File: src/rtl/lenet_frame_reader.sv
// Reads the cropped camera image from the frame buffer, zero-pads it to OUT_W x OUT_W,
// applies optional invert/threshold and streams pixels over valid/ready to the first conv layer.
module lenet_frame_reader #(
  parameter int IMG_W = 28,
  parameter int PAD   = 2,
  parameter int AW    = 10,
  parameter int DW    = 8
) (
  input  logic          clk,
  input  logic          rstn,
  input  logic          start,
  input  logic          invert_en,
  input  logic          thresh_en,
  input  logic [DW-1:0] thresh,
  output logic [AW-1:0] aa_frame_buf,
  output logic          cena_frame_buf,
  input  logic [DW-1:0] qa_frame_buf,
  output logic [DW-1:0] pix_data,
  output logic          pix_valid,
  input  logic          pix_ready,
  output logic          pix_sof,
  output logic          pix_eol,
  output logic          pix_eof,
  output logic          busy,
  output logic          done,
  output logic [1:0]    dbg_state
);

  localparam int OUT_W = IMG_W + 2 * PAD;
  localparam int CW    = $clog2(OUT_W);
  localparam int FW    = DW + 3;
  localparam logic [CW-1:0] LO   = CW'(PAD);
  localparam logic [CW-1:0] HI   = CW'(PAD + IMG_W);
  localparam logic [CW-1:0] LAST = CW'(OUT_W - 1);

  typedef enum logic [1:0] {IDLE = 2'd0, ISSUE = 2'd1, DRAIN = 2'd2} state_e;

  // Stream handshake: a pixel transfers on every rising edge where pix_valid & pix_ready;
  // while pix_valid & !pix_ready the pix_* outputs hold, and pix_valid never drops without a transfer.
  state_e          state_q, state_d;
  logic [CW-1:0]   ox_q, ox_d, oy_q, oy_d;
  logic [AW-1:0]   rd_addr_q, rd_addr_d;
  logic            invert_q, invert_d, thr_en_q, thr_en_d;
  logic [DW-1:0]   thr_q, thr_d;
  logic            pipe_vld_q, pipe_vld_d, pipe_pad_q, pipe_pad_d;
  logic [2:0]      pipe_flags_q, pipe_flags_d;
  logic [FW-1:0]   fifo_q [2];
  logic [FW-1:0]   fifo_d [2];
  logic            wr_ptr_q, wr_ptr_d, rd_ptr_q, rd_ptr_d;
  logic [1:0]      count_q, count_d;

  logic            issue, interior, last_slot, pop, push, frame_end;
  logic [1:0]      credit_used;
  logic [DW-1:0]   pix_val;
  logic [FW-1:0]   head;

  always_comb begin
    state_d      = state_q;
    ox_d         = ox_q;
    oy_d         = oy_q;
    rd_addr_d    = rd_addr_q;
    invert_d     = invert_q;
    thr_en_d     = thr_en_q;
    thr_d        = thr_q;
    fifo_d       = fifo_q;

    pop       = (count_q != 2'd0) && pix_ready;
    push      = pipe_vld_q;
    // A slot popped this cycle frees its credit immediately, keeping one pixel per clock.
    credit_used = count_q - {1'b0, pop} + {1'b0, pipe_vld_q};
    interior  = (ox_q >= LO) && (ox_q < HI) && (oy_q >= LO) && (oy_q < HI);
    last_slot = (ox_q == LAST) && (oy_q == LAST);
    issue     = (state_q == ISSUE) && (credit_used < 2'd2);
    frame_end = (state_q == DRAIN) && (count_q == 2'd0) && !pipe_vld_q;

    case (state_q)
      IDLE: begin
        if (start) begin
          state_d   = ISSUE;
          ox_d      = '0;
          oy_d      = '0;
          rd_addr_d = '0;
          invert_d  = invert_en;
          thr_en_d  = thresh_en;
          thr_d     = thresh;
        end
      end
      ISSUE: begin
        if (issue) begin
          if (interior) rd_addr_d = rd_addr_q + AW'(1);
          if (ox_q == LAST) begin
            ox_d = '0;
            oy_d = oy_q + CW'(1);
          end else begin
            ox_d = ox_q + CW'(1);
          end
          if (last_slot) state_d = DRAIN;
        end
      end
      DRAIN: begin
        if (frame_end) state_d = IDLE;
      end
      default: state_d = IDLE;
    endcase

    // Border slots travel through the same one-cycle stage as reads so order is preserved.
    pipe_vld_d   = issue;
    pipe_pad_d   = !interior;
    pipe_flags_d = {(ox_q == '0) && (oy_q == '0), ox_q == LAST, last_slot};

    pix_val = invert_q ? ~qa_frame_buf : qa_frame_buf;
    if (thr_en_q) pix_val = (pix_val >= thr_q) ? '1 : '0;
    if (pipe_pad_q) pix_val = '0;

    if (push) fifo_d[wr_ptr_q] = {pix_val, pipe_flags_q};
    wr_ptr_d = wr_ptr_q ^ push;
    rd_ptr_d = rd_ptr_q ^ pop;
    count_d  = count_q + {1'b0, push} - {1'b0, pop};
  end

  always_ff @(posedge clk or negedge rstn) begin
    if (!rstn) begin
      state_q      <= IDLE;
      ox_q         <= '0;
      oy_q         <= '0;
      rd_addr_q    <= '0;
      invert_q     <= 1'b0;
      thr_en_q     <= 1'b0;
      thr_q        <= '0;
      pipe_vld_q   <= 1'b0;
      pipe_pad_q   <= 1'b0;
      pipe_flags_q <= '0;
      fifo_q[0]    <= '0;
      fifo_q[1]    <= '0;
      wr_ptr_q     <= 1'b0;
      rd_ptr_q     <= 1'b0;
      count_q      <= '0;
    end else begin
      state_q      <= state_d;
      ox_q         <= ox_d;
      oy_q         <= oy_d;
      rd_addr_q    <= rd_addr_d;
      invert_q     <= invert_d;
      thr_en_q     <= thr_en_d;
      thr_q        <= thr_d;
      pipe_vld_q   <= pipe_vld_d;
      pipe_pad_q   <= pipe_pad_d;
      pipe_flags_q <= pipe_flags_d;
      fifo_q[0]    <= fifo_d[0];
      fifo_q[1]    <= fifo_d[1];
      wr_ptr_q     <= wr_ptr_d;
      rd_ptr_q     <= rd_ptr_d;
      count_q      <= count_d;
    end
  end

  assign head           = fifo_q[rd_ptr_q];
  assign pix_valid      = (count_q != 2'd0);
  assign pix_data       = pix_valid ? head[FW-1:3] : '0;
  assign pix_sof        = pix_valid & head[2];
  assign pix_eol        = pix_valid & head[1];
  assign pix_eof        = pix_valid & head[0];
  assign aa_frame_buf   = rd_addr_q;
  assign cena_frame_buf = !(issue && interior);
  assign busy           = (state_q != IDLE);
  assign done           = frame_end;
  assign dbg_state      = state_q;

endmodule

File: config.mk
export PLATFORM = sky130hd
export DESIGN_NAME = lenet_frame_reader
export DESIGN_NICKNAME = d
export VERILOG_FILES = /design/src/rtl/lenet_frame_reader.sv
export SDC_FILE = /design/constraint.sdc
export NUM_CORES = 1
export LEC_CHECK = 0
export CORE_MARGIN = 3
export CORE_UTILIZATION = 59
export CTS_CLUSTER_DIAMETER = 120
export CTS_CLUSTER_SIZE = 16
export DETAILED_ROUTE_END_ITERATION = 6
export GPL_ROUTABILITY_DRIVEN = 0
export GPL_TIMING_DRIVEN = 0
export HOLD_SLACK_MARGIN = 0.15
export PLACE_DENSITY = 0.95
export SYNTH_ARGS = -nofsm -noshare
export SYNTH_HDL_FRONTEND = slang
export SYNTH_SLANG_ARGS = --single-unit
File: constraint.sdc
create_clock -name clk -period 5.8 [get_ports clk]
set_input_delay 0.87 -clock clk [delete_from_list [all_inputs] [get_ports clk]]
set_output_delay 0.87 -clock clk [all_outputs]
set_load 0.05 [all_outputs]
-- After elaboration in Yosys (flattened, before gate mapping)
Index checks and enable logic that the tools add are counted.
- $add $sub $neg: 7
- $lt $le $gt $ge: 9
- equal/unequal tests: 10
- muxes and demuxes: 27
- bitwise gates (word level): 8
- reductions and logical operators: 26
- operator list (kind ; number):
    $mux W11 ; 4
    $mux W8 ; 5
    $mux W10 ; 3
    $mux W5 ; 5
    $bwmux W22 ; 1
    $pmux W10 S2 ; 1
    $pmux W5 S2 ; 2
    $ne A2 B2 Y1 const B ; 6
    $reduce_and A4 Y1 ; 3
    $demux W11 S1 ; 1
    $logic_and A1 B1 Y1 ; 11
    $add A10 B1 Y10 const B ; 1
    $add A5 B1 Y5 const B ; 2
    $eq A5 B5 Y1 const B ; 2
    $ge A5 B2 Y1 const B ; 2
    $logic_not A5 Y1 ; 2
    $lt A5 B5 Y1 const B ; 2
    $ge A8 B8 Y1 ; 1
    $mux W2 ; 4
    $not A8 Y8 ; 1
    $pmux W2 S3 ; 1
    $reduce_bool A2 Y1 ; 3
    $add A2 B1 Y2 ; 2
    $ge A2 B2 Y1 const B ; 2
    12 further kinds ; 20
- register bits after elaboration: 63
- input port bits: 22
- output and inout bits: 27
- logic and storage cells: 102

-- Depth between registers and ports, before layout
- word-level depth: 8
- gate-level depth with buffers: 11
- gate-level depth less buffers: 11

-- Worst setup path before layout
Ideal clock, no wire load.
- path type: flip-flop to output port
- from: register state_q[0], in the netlist dbg_state[0]
- to: output port done
- arrival: 2682 ps
- required time: 4930 ps
- setup slack: 2248 ps
- cell stages (with the launch flop): 4
- path buffers: 2
- cell sequence: dfrtp_1 buf_2 clkbuf_1 nor4b_1
- longest elaborated chain between the ends: 3
- RTL lines (item ; RTL line ; RTL):
    start, declared ; 40 ; state_e state_q, state_d;
    start signal, assigned ; 139 ; state_q <= state_d;
    $eq A2 B2 Y1 ; 74 ; frame_end = (state_q == DRAIN) && (count_q == 2'd0) && !pipe_vld_q;
    $logic_and A1 B1 Y1 (2 in a row) ; 74 ;
    end, declared ; 25 ; output logic done,
Every way passes these cells.

-- Worst setup path after layout
- from: input port pix_ready
- to: output port cena_frame_buf
- longest elaborated chain between the ends: 7
- RTL lines (item ; RTL line ; RTL):
    start, declared ; 20 ; input logic pix_ready,
    $logic_and A1 B1 Y1 ; 67 ; pop = (count_q != 2'd0) && pix_ready;
    $sub A2 B1 Y2 ; 70 ; credit_used = count_q - {1'b0, pop} + {1'b0, pipe_vld_q};
    $add A2 B1 Y2 ; 70 ;
    $lt A2 B2 Y1 ; 73 ; issue = (state_q == ISSUE) && (credit_used < 2'd2);
    $logic_and A1 B1 Y1 ; 73 ;
    via issue ; 52 ; logic issue, interior, last_slot, pop, push, frame_end;
    $logic_and A1 B1 Y1 ; 164 ; assign cena_frame_buf = !(issue && interior);
    $logic_not A1 Y1 ; 164 ;
    end, declared ; 16 ; output logic cena_frame_buf,
The timed path passes the listed nets, and every way through them passes these cells.

==> impl_metrics.py <==
metrics = {
    "grt": {
        "grtUsageMet1": 0.353,
        "first_global_vias": 2885,
        "grt_overflow": 0,
        "grt_util_all_layers": 0.267,
        "global_route_wire_length_before_repair_um": 13600,
        "global_route.usage.met3": 0.0461,
        "groute.layer.met2.usage": 0.432,
        "antenna_found_initial": 0,
        "busiest_layer": "met2",
        "largest_net_degree_at_the_start_of_global_routing": 33,
    },
    "yosys": {
        "async_reset_ff_frac": 1.00,
        "synth.yosys.seq_area_share": 0.462,
        "synthFlopType": "sky130_fd_sc_hd__dfrtp_1",
        "synth_cells": 362,
        "synth-edff-count": 0,
        "count_of_distinct_cell_types_in_the_synthesized_netlist": 43,
        "synth_area_leaders": "sky130_fd_sc_hd__dfrtp_1 46%, sky130_fd_sc_hd__ha_1 7.7%, sky130_fd_sc_hd__nand2_1 5.9%",
        "complex_gate_fraction_of_the_synthesized_area": 0.114,
        "synth.net_count": 405,
        "synth_simple_gate_area_share": 0.190,
        "synth_top_cells_by_count": "63 x sky130_fd_sc_hd__dfrtp_1, 54 x sky130_fd_sc_hd__nand2_1, 35 x sky130_fd_sc_hd__inv_1, 25 x sky130_fd_sc_hd__nor2_1, 21 x sky130_fd_sc_hd__ha_1",
        "synthAdderAreaFrac": 0.0770,
        "yosys.area_share.xor_xnor": 0.0355,
        "muxShareOfSynthArea": 0.0667,
        "yosys_register_bits": 63,
        "synth.cell_area_mm2": 0.00341,
        "ys.warnings.count": 0,
        "synth_largest_area_cell": "sky130_fd_sc_hd__dfrtp_1",
        "synth_most_common_cell": "sky130_fd_sc_hd__dfrtp_1",
        "post_syn_area_per_cell_um2": 9.43,
        "share_of_the_synthesized_area_in_the_top_cell_type": 0.462,
        "dominant_combinational_cell_family_by_area_after_synthesis": "simple AND/OR/NAND/NOR gates",
    },
    "cts": {
        "post_cts_resized": 0,
        "cts.sink_count": 63,
        "tritoncts_clock_tree": "yes",
        "cts.clk_slew.worst_paths_ns": 0.06,
        "clkLatencyLatePin_ns": 0.34,
        "root_buffer": "sky130_fd_sc_hd__clkbuf_8",
        "tritoncts.num_buffers": 9,
        "htreeDepth": 3,
        "cts-root-to-sink-buffers": 2,
        "cts_post_setup_buffers_inserted": 0,
        "ctsHoldBuffers": 0,
    },
    "route": {
        "avgRoutedWirePerCell_um": 16.4,
        "detail_route.drc_violations": 0,
        "detail_route.iter0.violations": 222,
        "drt_first_pass_iters": 5,
        "drt_wl_total_um": 8190,
        "detailroute.via_count": 2916,
        "drt-vias-per-instance": 5.86,
        "postRouteAntennaNets": 0,
    },
    "sta": {
        "grt_setup_unrepaired": "false",
        "clock_skew_ns": 0.00753,
        "setup-violations-final": 0,
        "min_period_over_period": 0.749,
        "worst_pin_slew_ns": 0.740,
        "number_of_hold_violations_in_the_final_report": 0,
        "slew-limit-headroom": 0.506,
        "timing.fmax_mhz": 230,
        "hold-worst-slack_ns": 0.504,
        "totalNegativeSetupSlack_ns": 0,
        "final_period_minus_worst_setup_slack_ns": 4.34,
        "timing_max_transition_violations_final": 0,
    },
    "cells_and_area": {
        "postLayoutCoreUtil": 0.766,
        "multi_input_area_mm2": 0.00165,
        "fillerInstances": 357,
        "final_layout_size_suffix_gt1_frac": 0.0986,
        "regArea_mm2": 0.00158,
        "layout.cell_area.non_filler_mm2": 0.00425,
        "fin_nets": 465,
        "layout-area-overhead-vs-synth_pct": 24.3,
        "antenna_cells_inserted": 0,
    },
    "setup_path": {
        "timing.reg2reg.worst_path_depth": 11,
        "max_stage_delay_ns": 0.75,
        "worstSetupStartpointType": "input port",
        "worstPathCellList": "clkdlybuf4s50_1 -> and2_1 -> ha_1 -> inv_1 -> ha_1 -> xor3_2 -> nor2_1 -> nand4_1 -> clkdlybuf4s50_1",
        "worst_setup_path_end_kind": "output port",
        "crit_path_max_fanout": 6,
        "timing.critical_path.buf_inv": 3,
        "path_class": "in -> out",
        "required_ns": 4.93,
        "critPathSlowestCell": "sky130_fd_sc_hd__clkdlybuf4s50_1",
        "worst_path_dominant_cell_family": "buffers and inverters",
        "critical_path_depth": 9,
        "critPathArrivalTime_ns": 3.47,
    },
    "die": {
        "core_mm2": 0.00554,
        "ios": 49,
        "row_count": 27,
        "initial_utilization": 0.616,
        "overall_die_width_um": 82.1,
        "die_height_um": 82.1,
        "dieArea_mm2": 0.00674,
    },
    "power": {
        "ir_drop_mv": 0.306,
        "design_power_total_mw": 2.46,
        "power.density_mw_per_mm2": 578,
        "power.static_leakage_nw": 2.02,
    },
    "job": {
        "cap_violations": 0,
    },
    "status": {
        "run_status": "finished, final reports clean",
    },
    "placed_design": {
        "detailed_place.area_mm2": 0.00400,
        "number_of_buffers_inserted_by_port_buffering": 48,
        "post-dp-hpwl_um": 5490,
    },
    "min_path": {
        "hold_path_depth": 2,
        "hold_path.class": "reg -> reg",
    },
}
==> final timing paths <==
check,from,to,slack (ns)
max,pix_ready,cena_frame_buf,1.46
min,thr_q[0],thr_q[0],0.50
max reg2reg,count_q[0],aa_frame_buf[6],2.99
min reg2reg,thr_q[0],thr_q[0],0.50
max in group asynchronous,rstn,oy_q[3],4.58
min in group asynchronous,rstn,rd_ptr_q,0.59
==> area by class of cell <==
type	count	share of cell area
buffer	14	0.0139
tap	72	0.0212
sequential	63	0.371
clock inverter	3	0.0212
multi-input combinational	250	0.388
timing repair buffer	49	0.117
clock buffer	12	0.0365
inverter	35	0.0309
==> worst register-to-register path: stages, from the launching register on <==
cell and delay [ns]:
sky130_fd_sc_hd__dfrtp_1 0.38, sky130_fd_sc_hd__nor2_1 0.18, sky130_fd_sc_hd__inv_1 0.13, sky130_fd_sc_hd__and2_1 0.21, sky130_fd_sc_hd__ha_1 0.28, sky130_fd_sc_hd__inv_1 0.06
sky130_fd_sc_hd__ha_1 0.14, sky130_fd_sc_hd__xor3_2 0.34, sky130_fd_sc_hd__nand2_2 0.13, sky130_fd_sc_hd__nor3b_4 0.42, sky130_fd_sc_hd__nand4_1 0.22, sky130_fd_sc_hd__mux2i_1 0.24
==> kinds of logic (layout without fill, tap and decap cells) <==
logic type / Yosys count / in the layout
AND/OR/NAND/NOR: 134 / 134
flip-flops: 63 / 63
AO/OA/AOI/OAI: 61 / 61
buffers and inverters: 49 / 113
multiplexers: 22 / 22
adder cells (fa/ha/maj): 21 / 21
XOR/XNOR: 12 / 12
==> report_power, final <==
group | total, mW | internal, mW | switching (mW)
sequential | 0.696 | 0.586 | 0.109
combinational | 1.29 | 0.477 | 0.809
clock | 0.472 | 0.307 | 0.165
==> sequential cells by signal, indices dropped and copies added (netlist names), 2 cells and up <==
register      flops
thr_q             8
aa_frame_buf     10
dbg_state         2
oy_q              5
ox_q              5
fifo_q           22
count_q           2
pipe_flags_q      3
==> per-stage QoR <==
| stage | instances | setup slack (ns) |
|---|---|---|
| final | 498 | 1.46 |
| after floorplan | 362 | 2.25 |
| after CTS | 498 | 1.46 |
| after global placement | 482 | 1.53 |
| after detailed placement | 483 | 1.47 |
| after global routing | 498 | 1.37 |
==> layer usage <==
layer  part of all wire  wire length, um
met1               0.41             3390
met2               0.51             4170
met3              0.052              423
met4              0.025              206
met5                  0                0
==> cell usage in the layout, fill, tap and decap left out, types with 2 or more instances in the layout <==
cell type	netlist	final
sky130_fd_sc_hd__a21o_1	3	3
sky130_fd_sc_hd__a21oi_1	9	9
sky130_fd_sc_hd__a22o_1	2	2
sky130_fd_sc_hd__a32o_1	2	2
sky130_fd_sc_hd__and3_1	4	4
sky130_fd_sc_hd__and4_1	3	3
sky130_fd_sc_hd__buf_2	5	6
sky130_fd_sc_hd__bufinv_16	0	3
sky130_fd_sc_hd__clkbuf_1	8	9
sky130_fd_sc_hd__clkbuf_8	0	11
sky130_fd_sc_hd__clkdlybuf4s50_1	0	47
sky130_fd_sc_hd__dfrtp_1	63	63
sky130_fd_sc_hd__ha_1	21	21
sky130_fd_sc_hd__inv_1	35	35
sky130_fd_sc_hd__mux2_2	6	6
sky130_fd_sc_hd__mux2i_1	16	16
sky130_fd_sc_hd__nand2_1	54	54
sky130_fd_sc_hd__nand2b_1	6	6
sky130_fd_sc_hd__nand3_1	12	12
sky130_fd_sc_hd__nand4_1	7	7
sky130_fd_sc_hd__nor2_1	25	25
sky130_fd_sc_hd__nor3_1	5	5
sky130_fd_sc_hd__nor3b_1	2	2
sky130_fd_sc_hd__nor4b_1	2	2
sky130_fd_sc_hd__o21ai_0	18	18
sky130_fd_sc_hd__o22ai_1	17	17
sky130_fd_sc_hd__or2_2	9	9
sky130_fd_sc_hd__xor2_1	10	10
No activity file was read; power rests on OpenSTA's default activity.
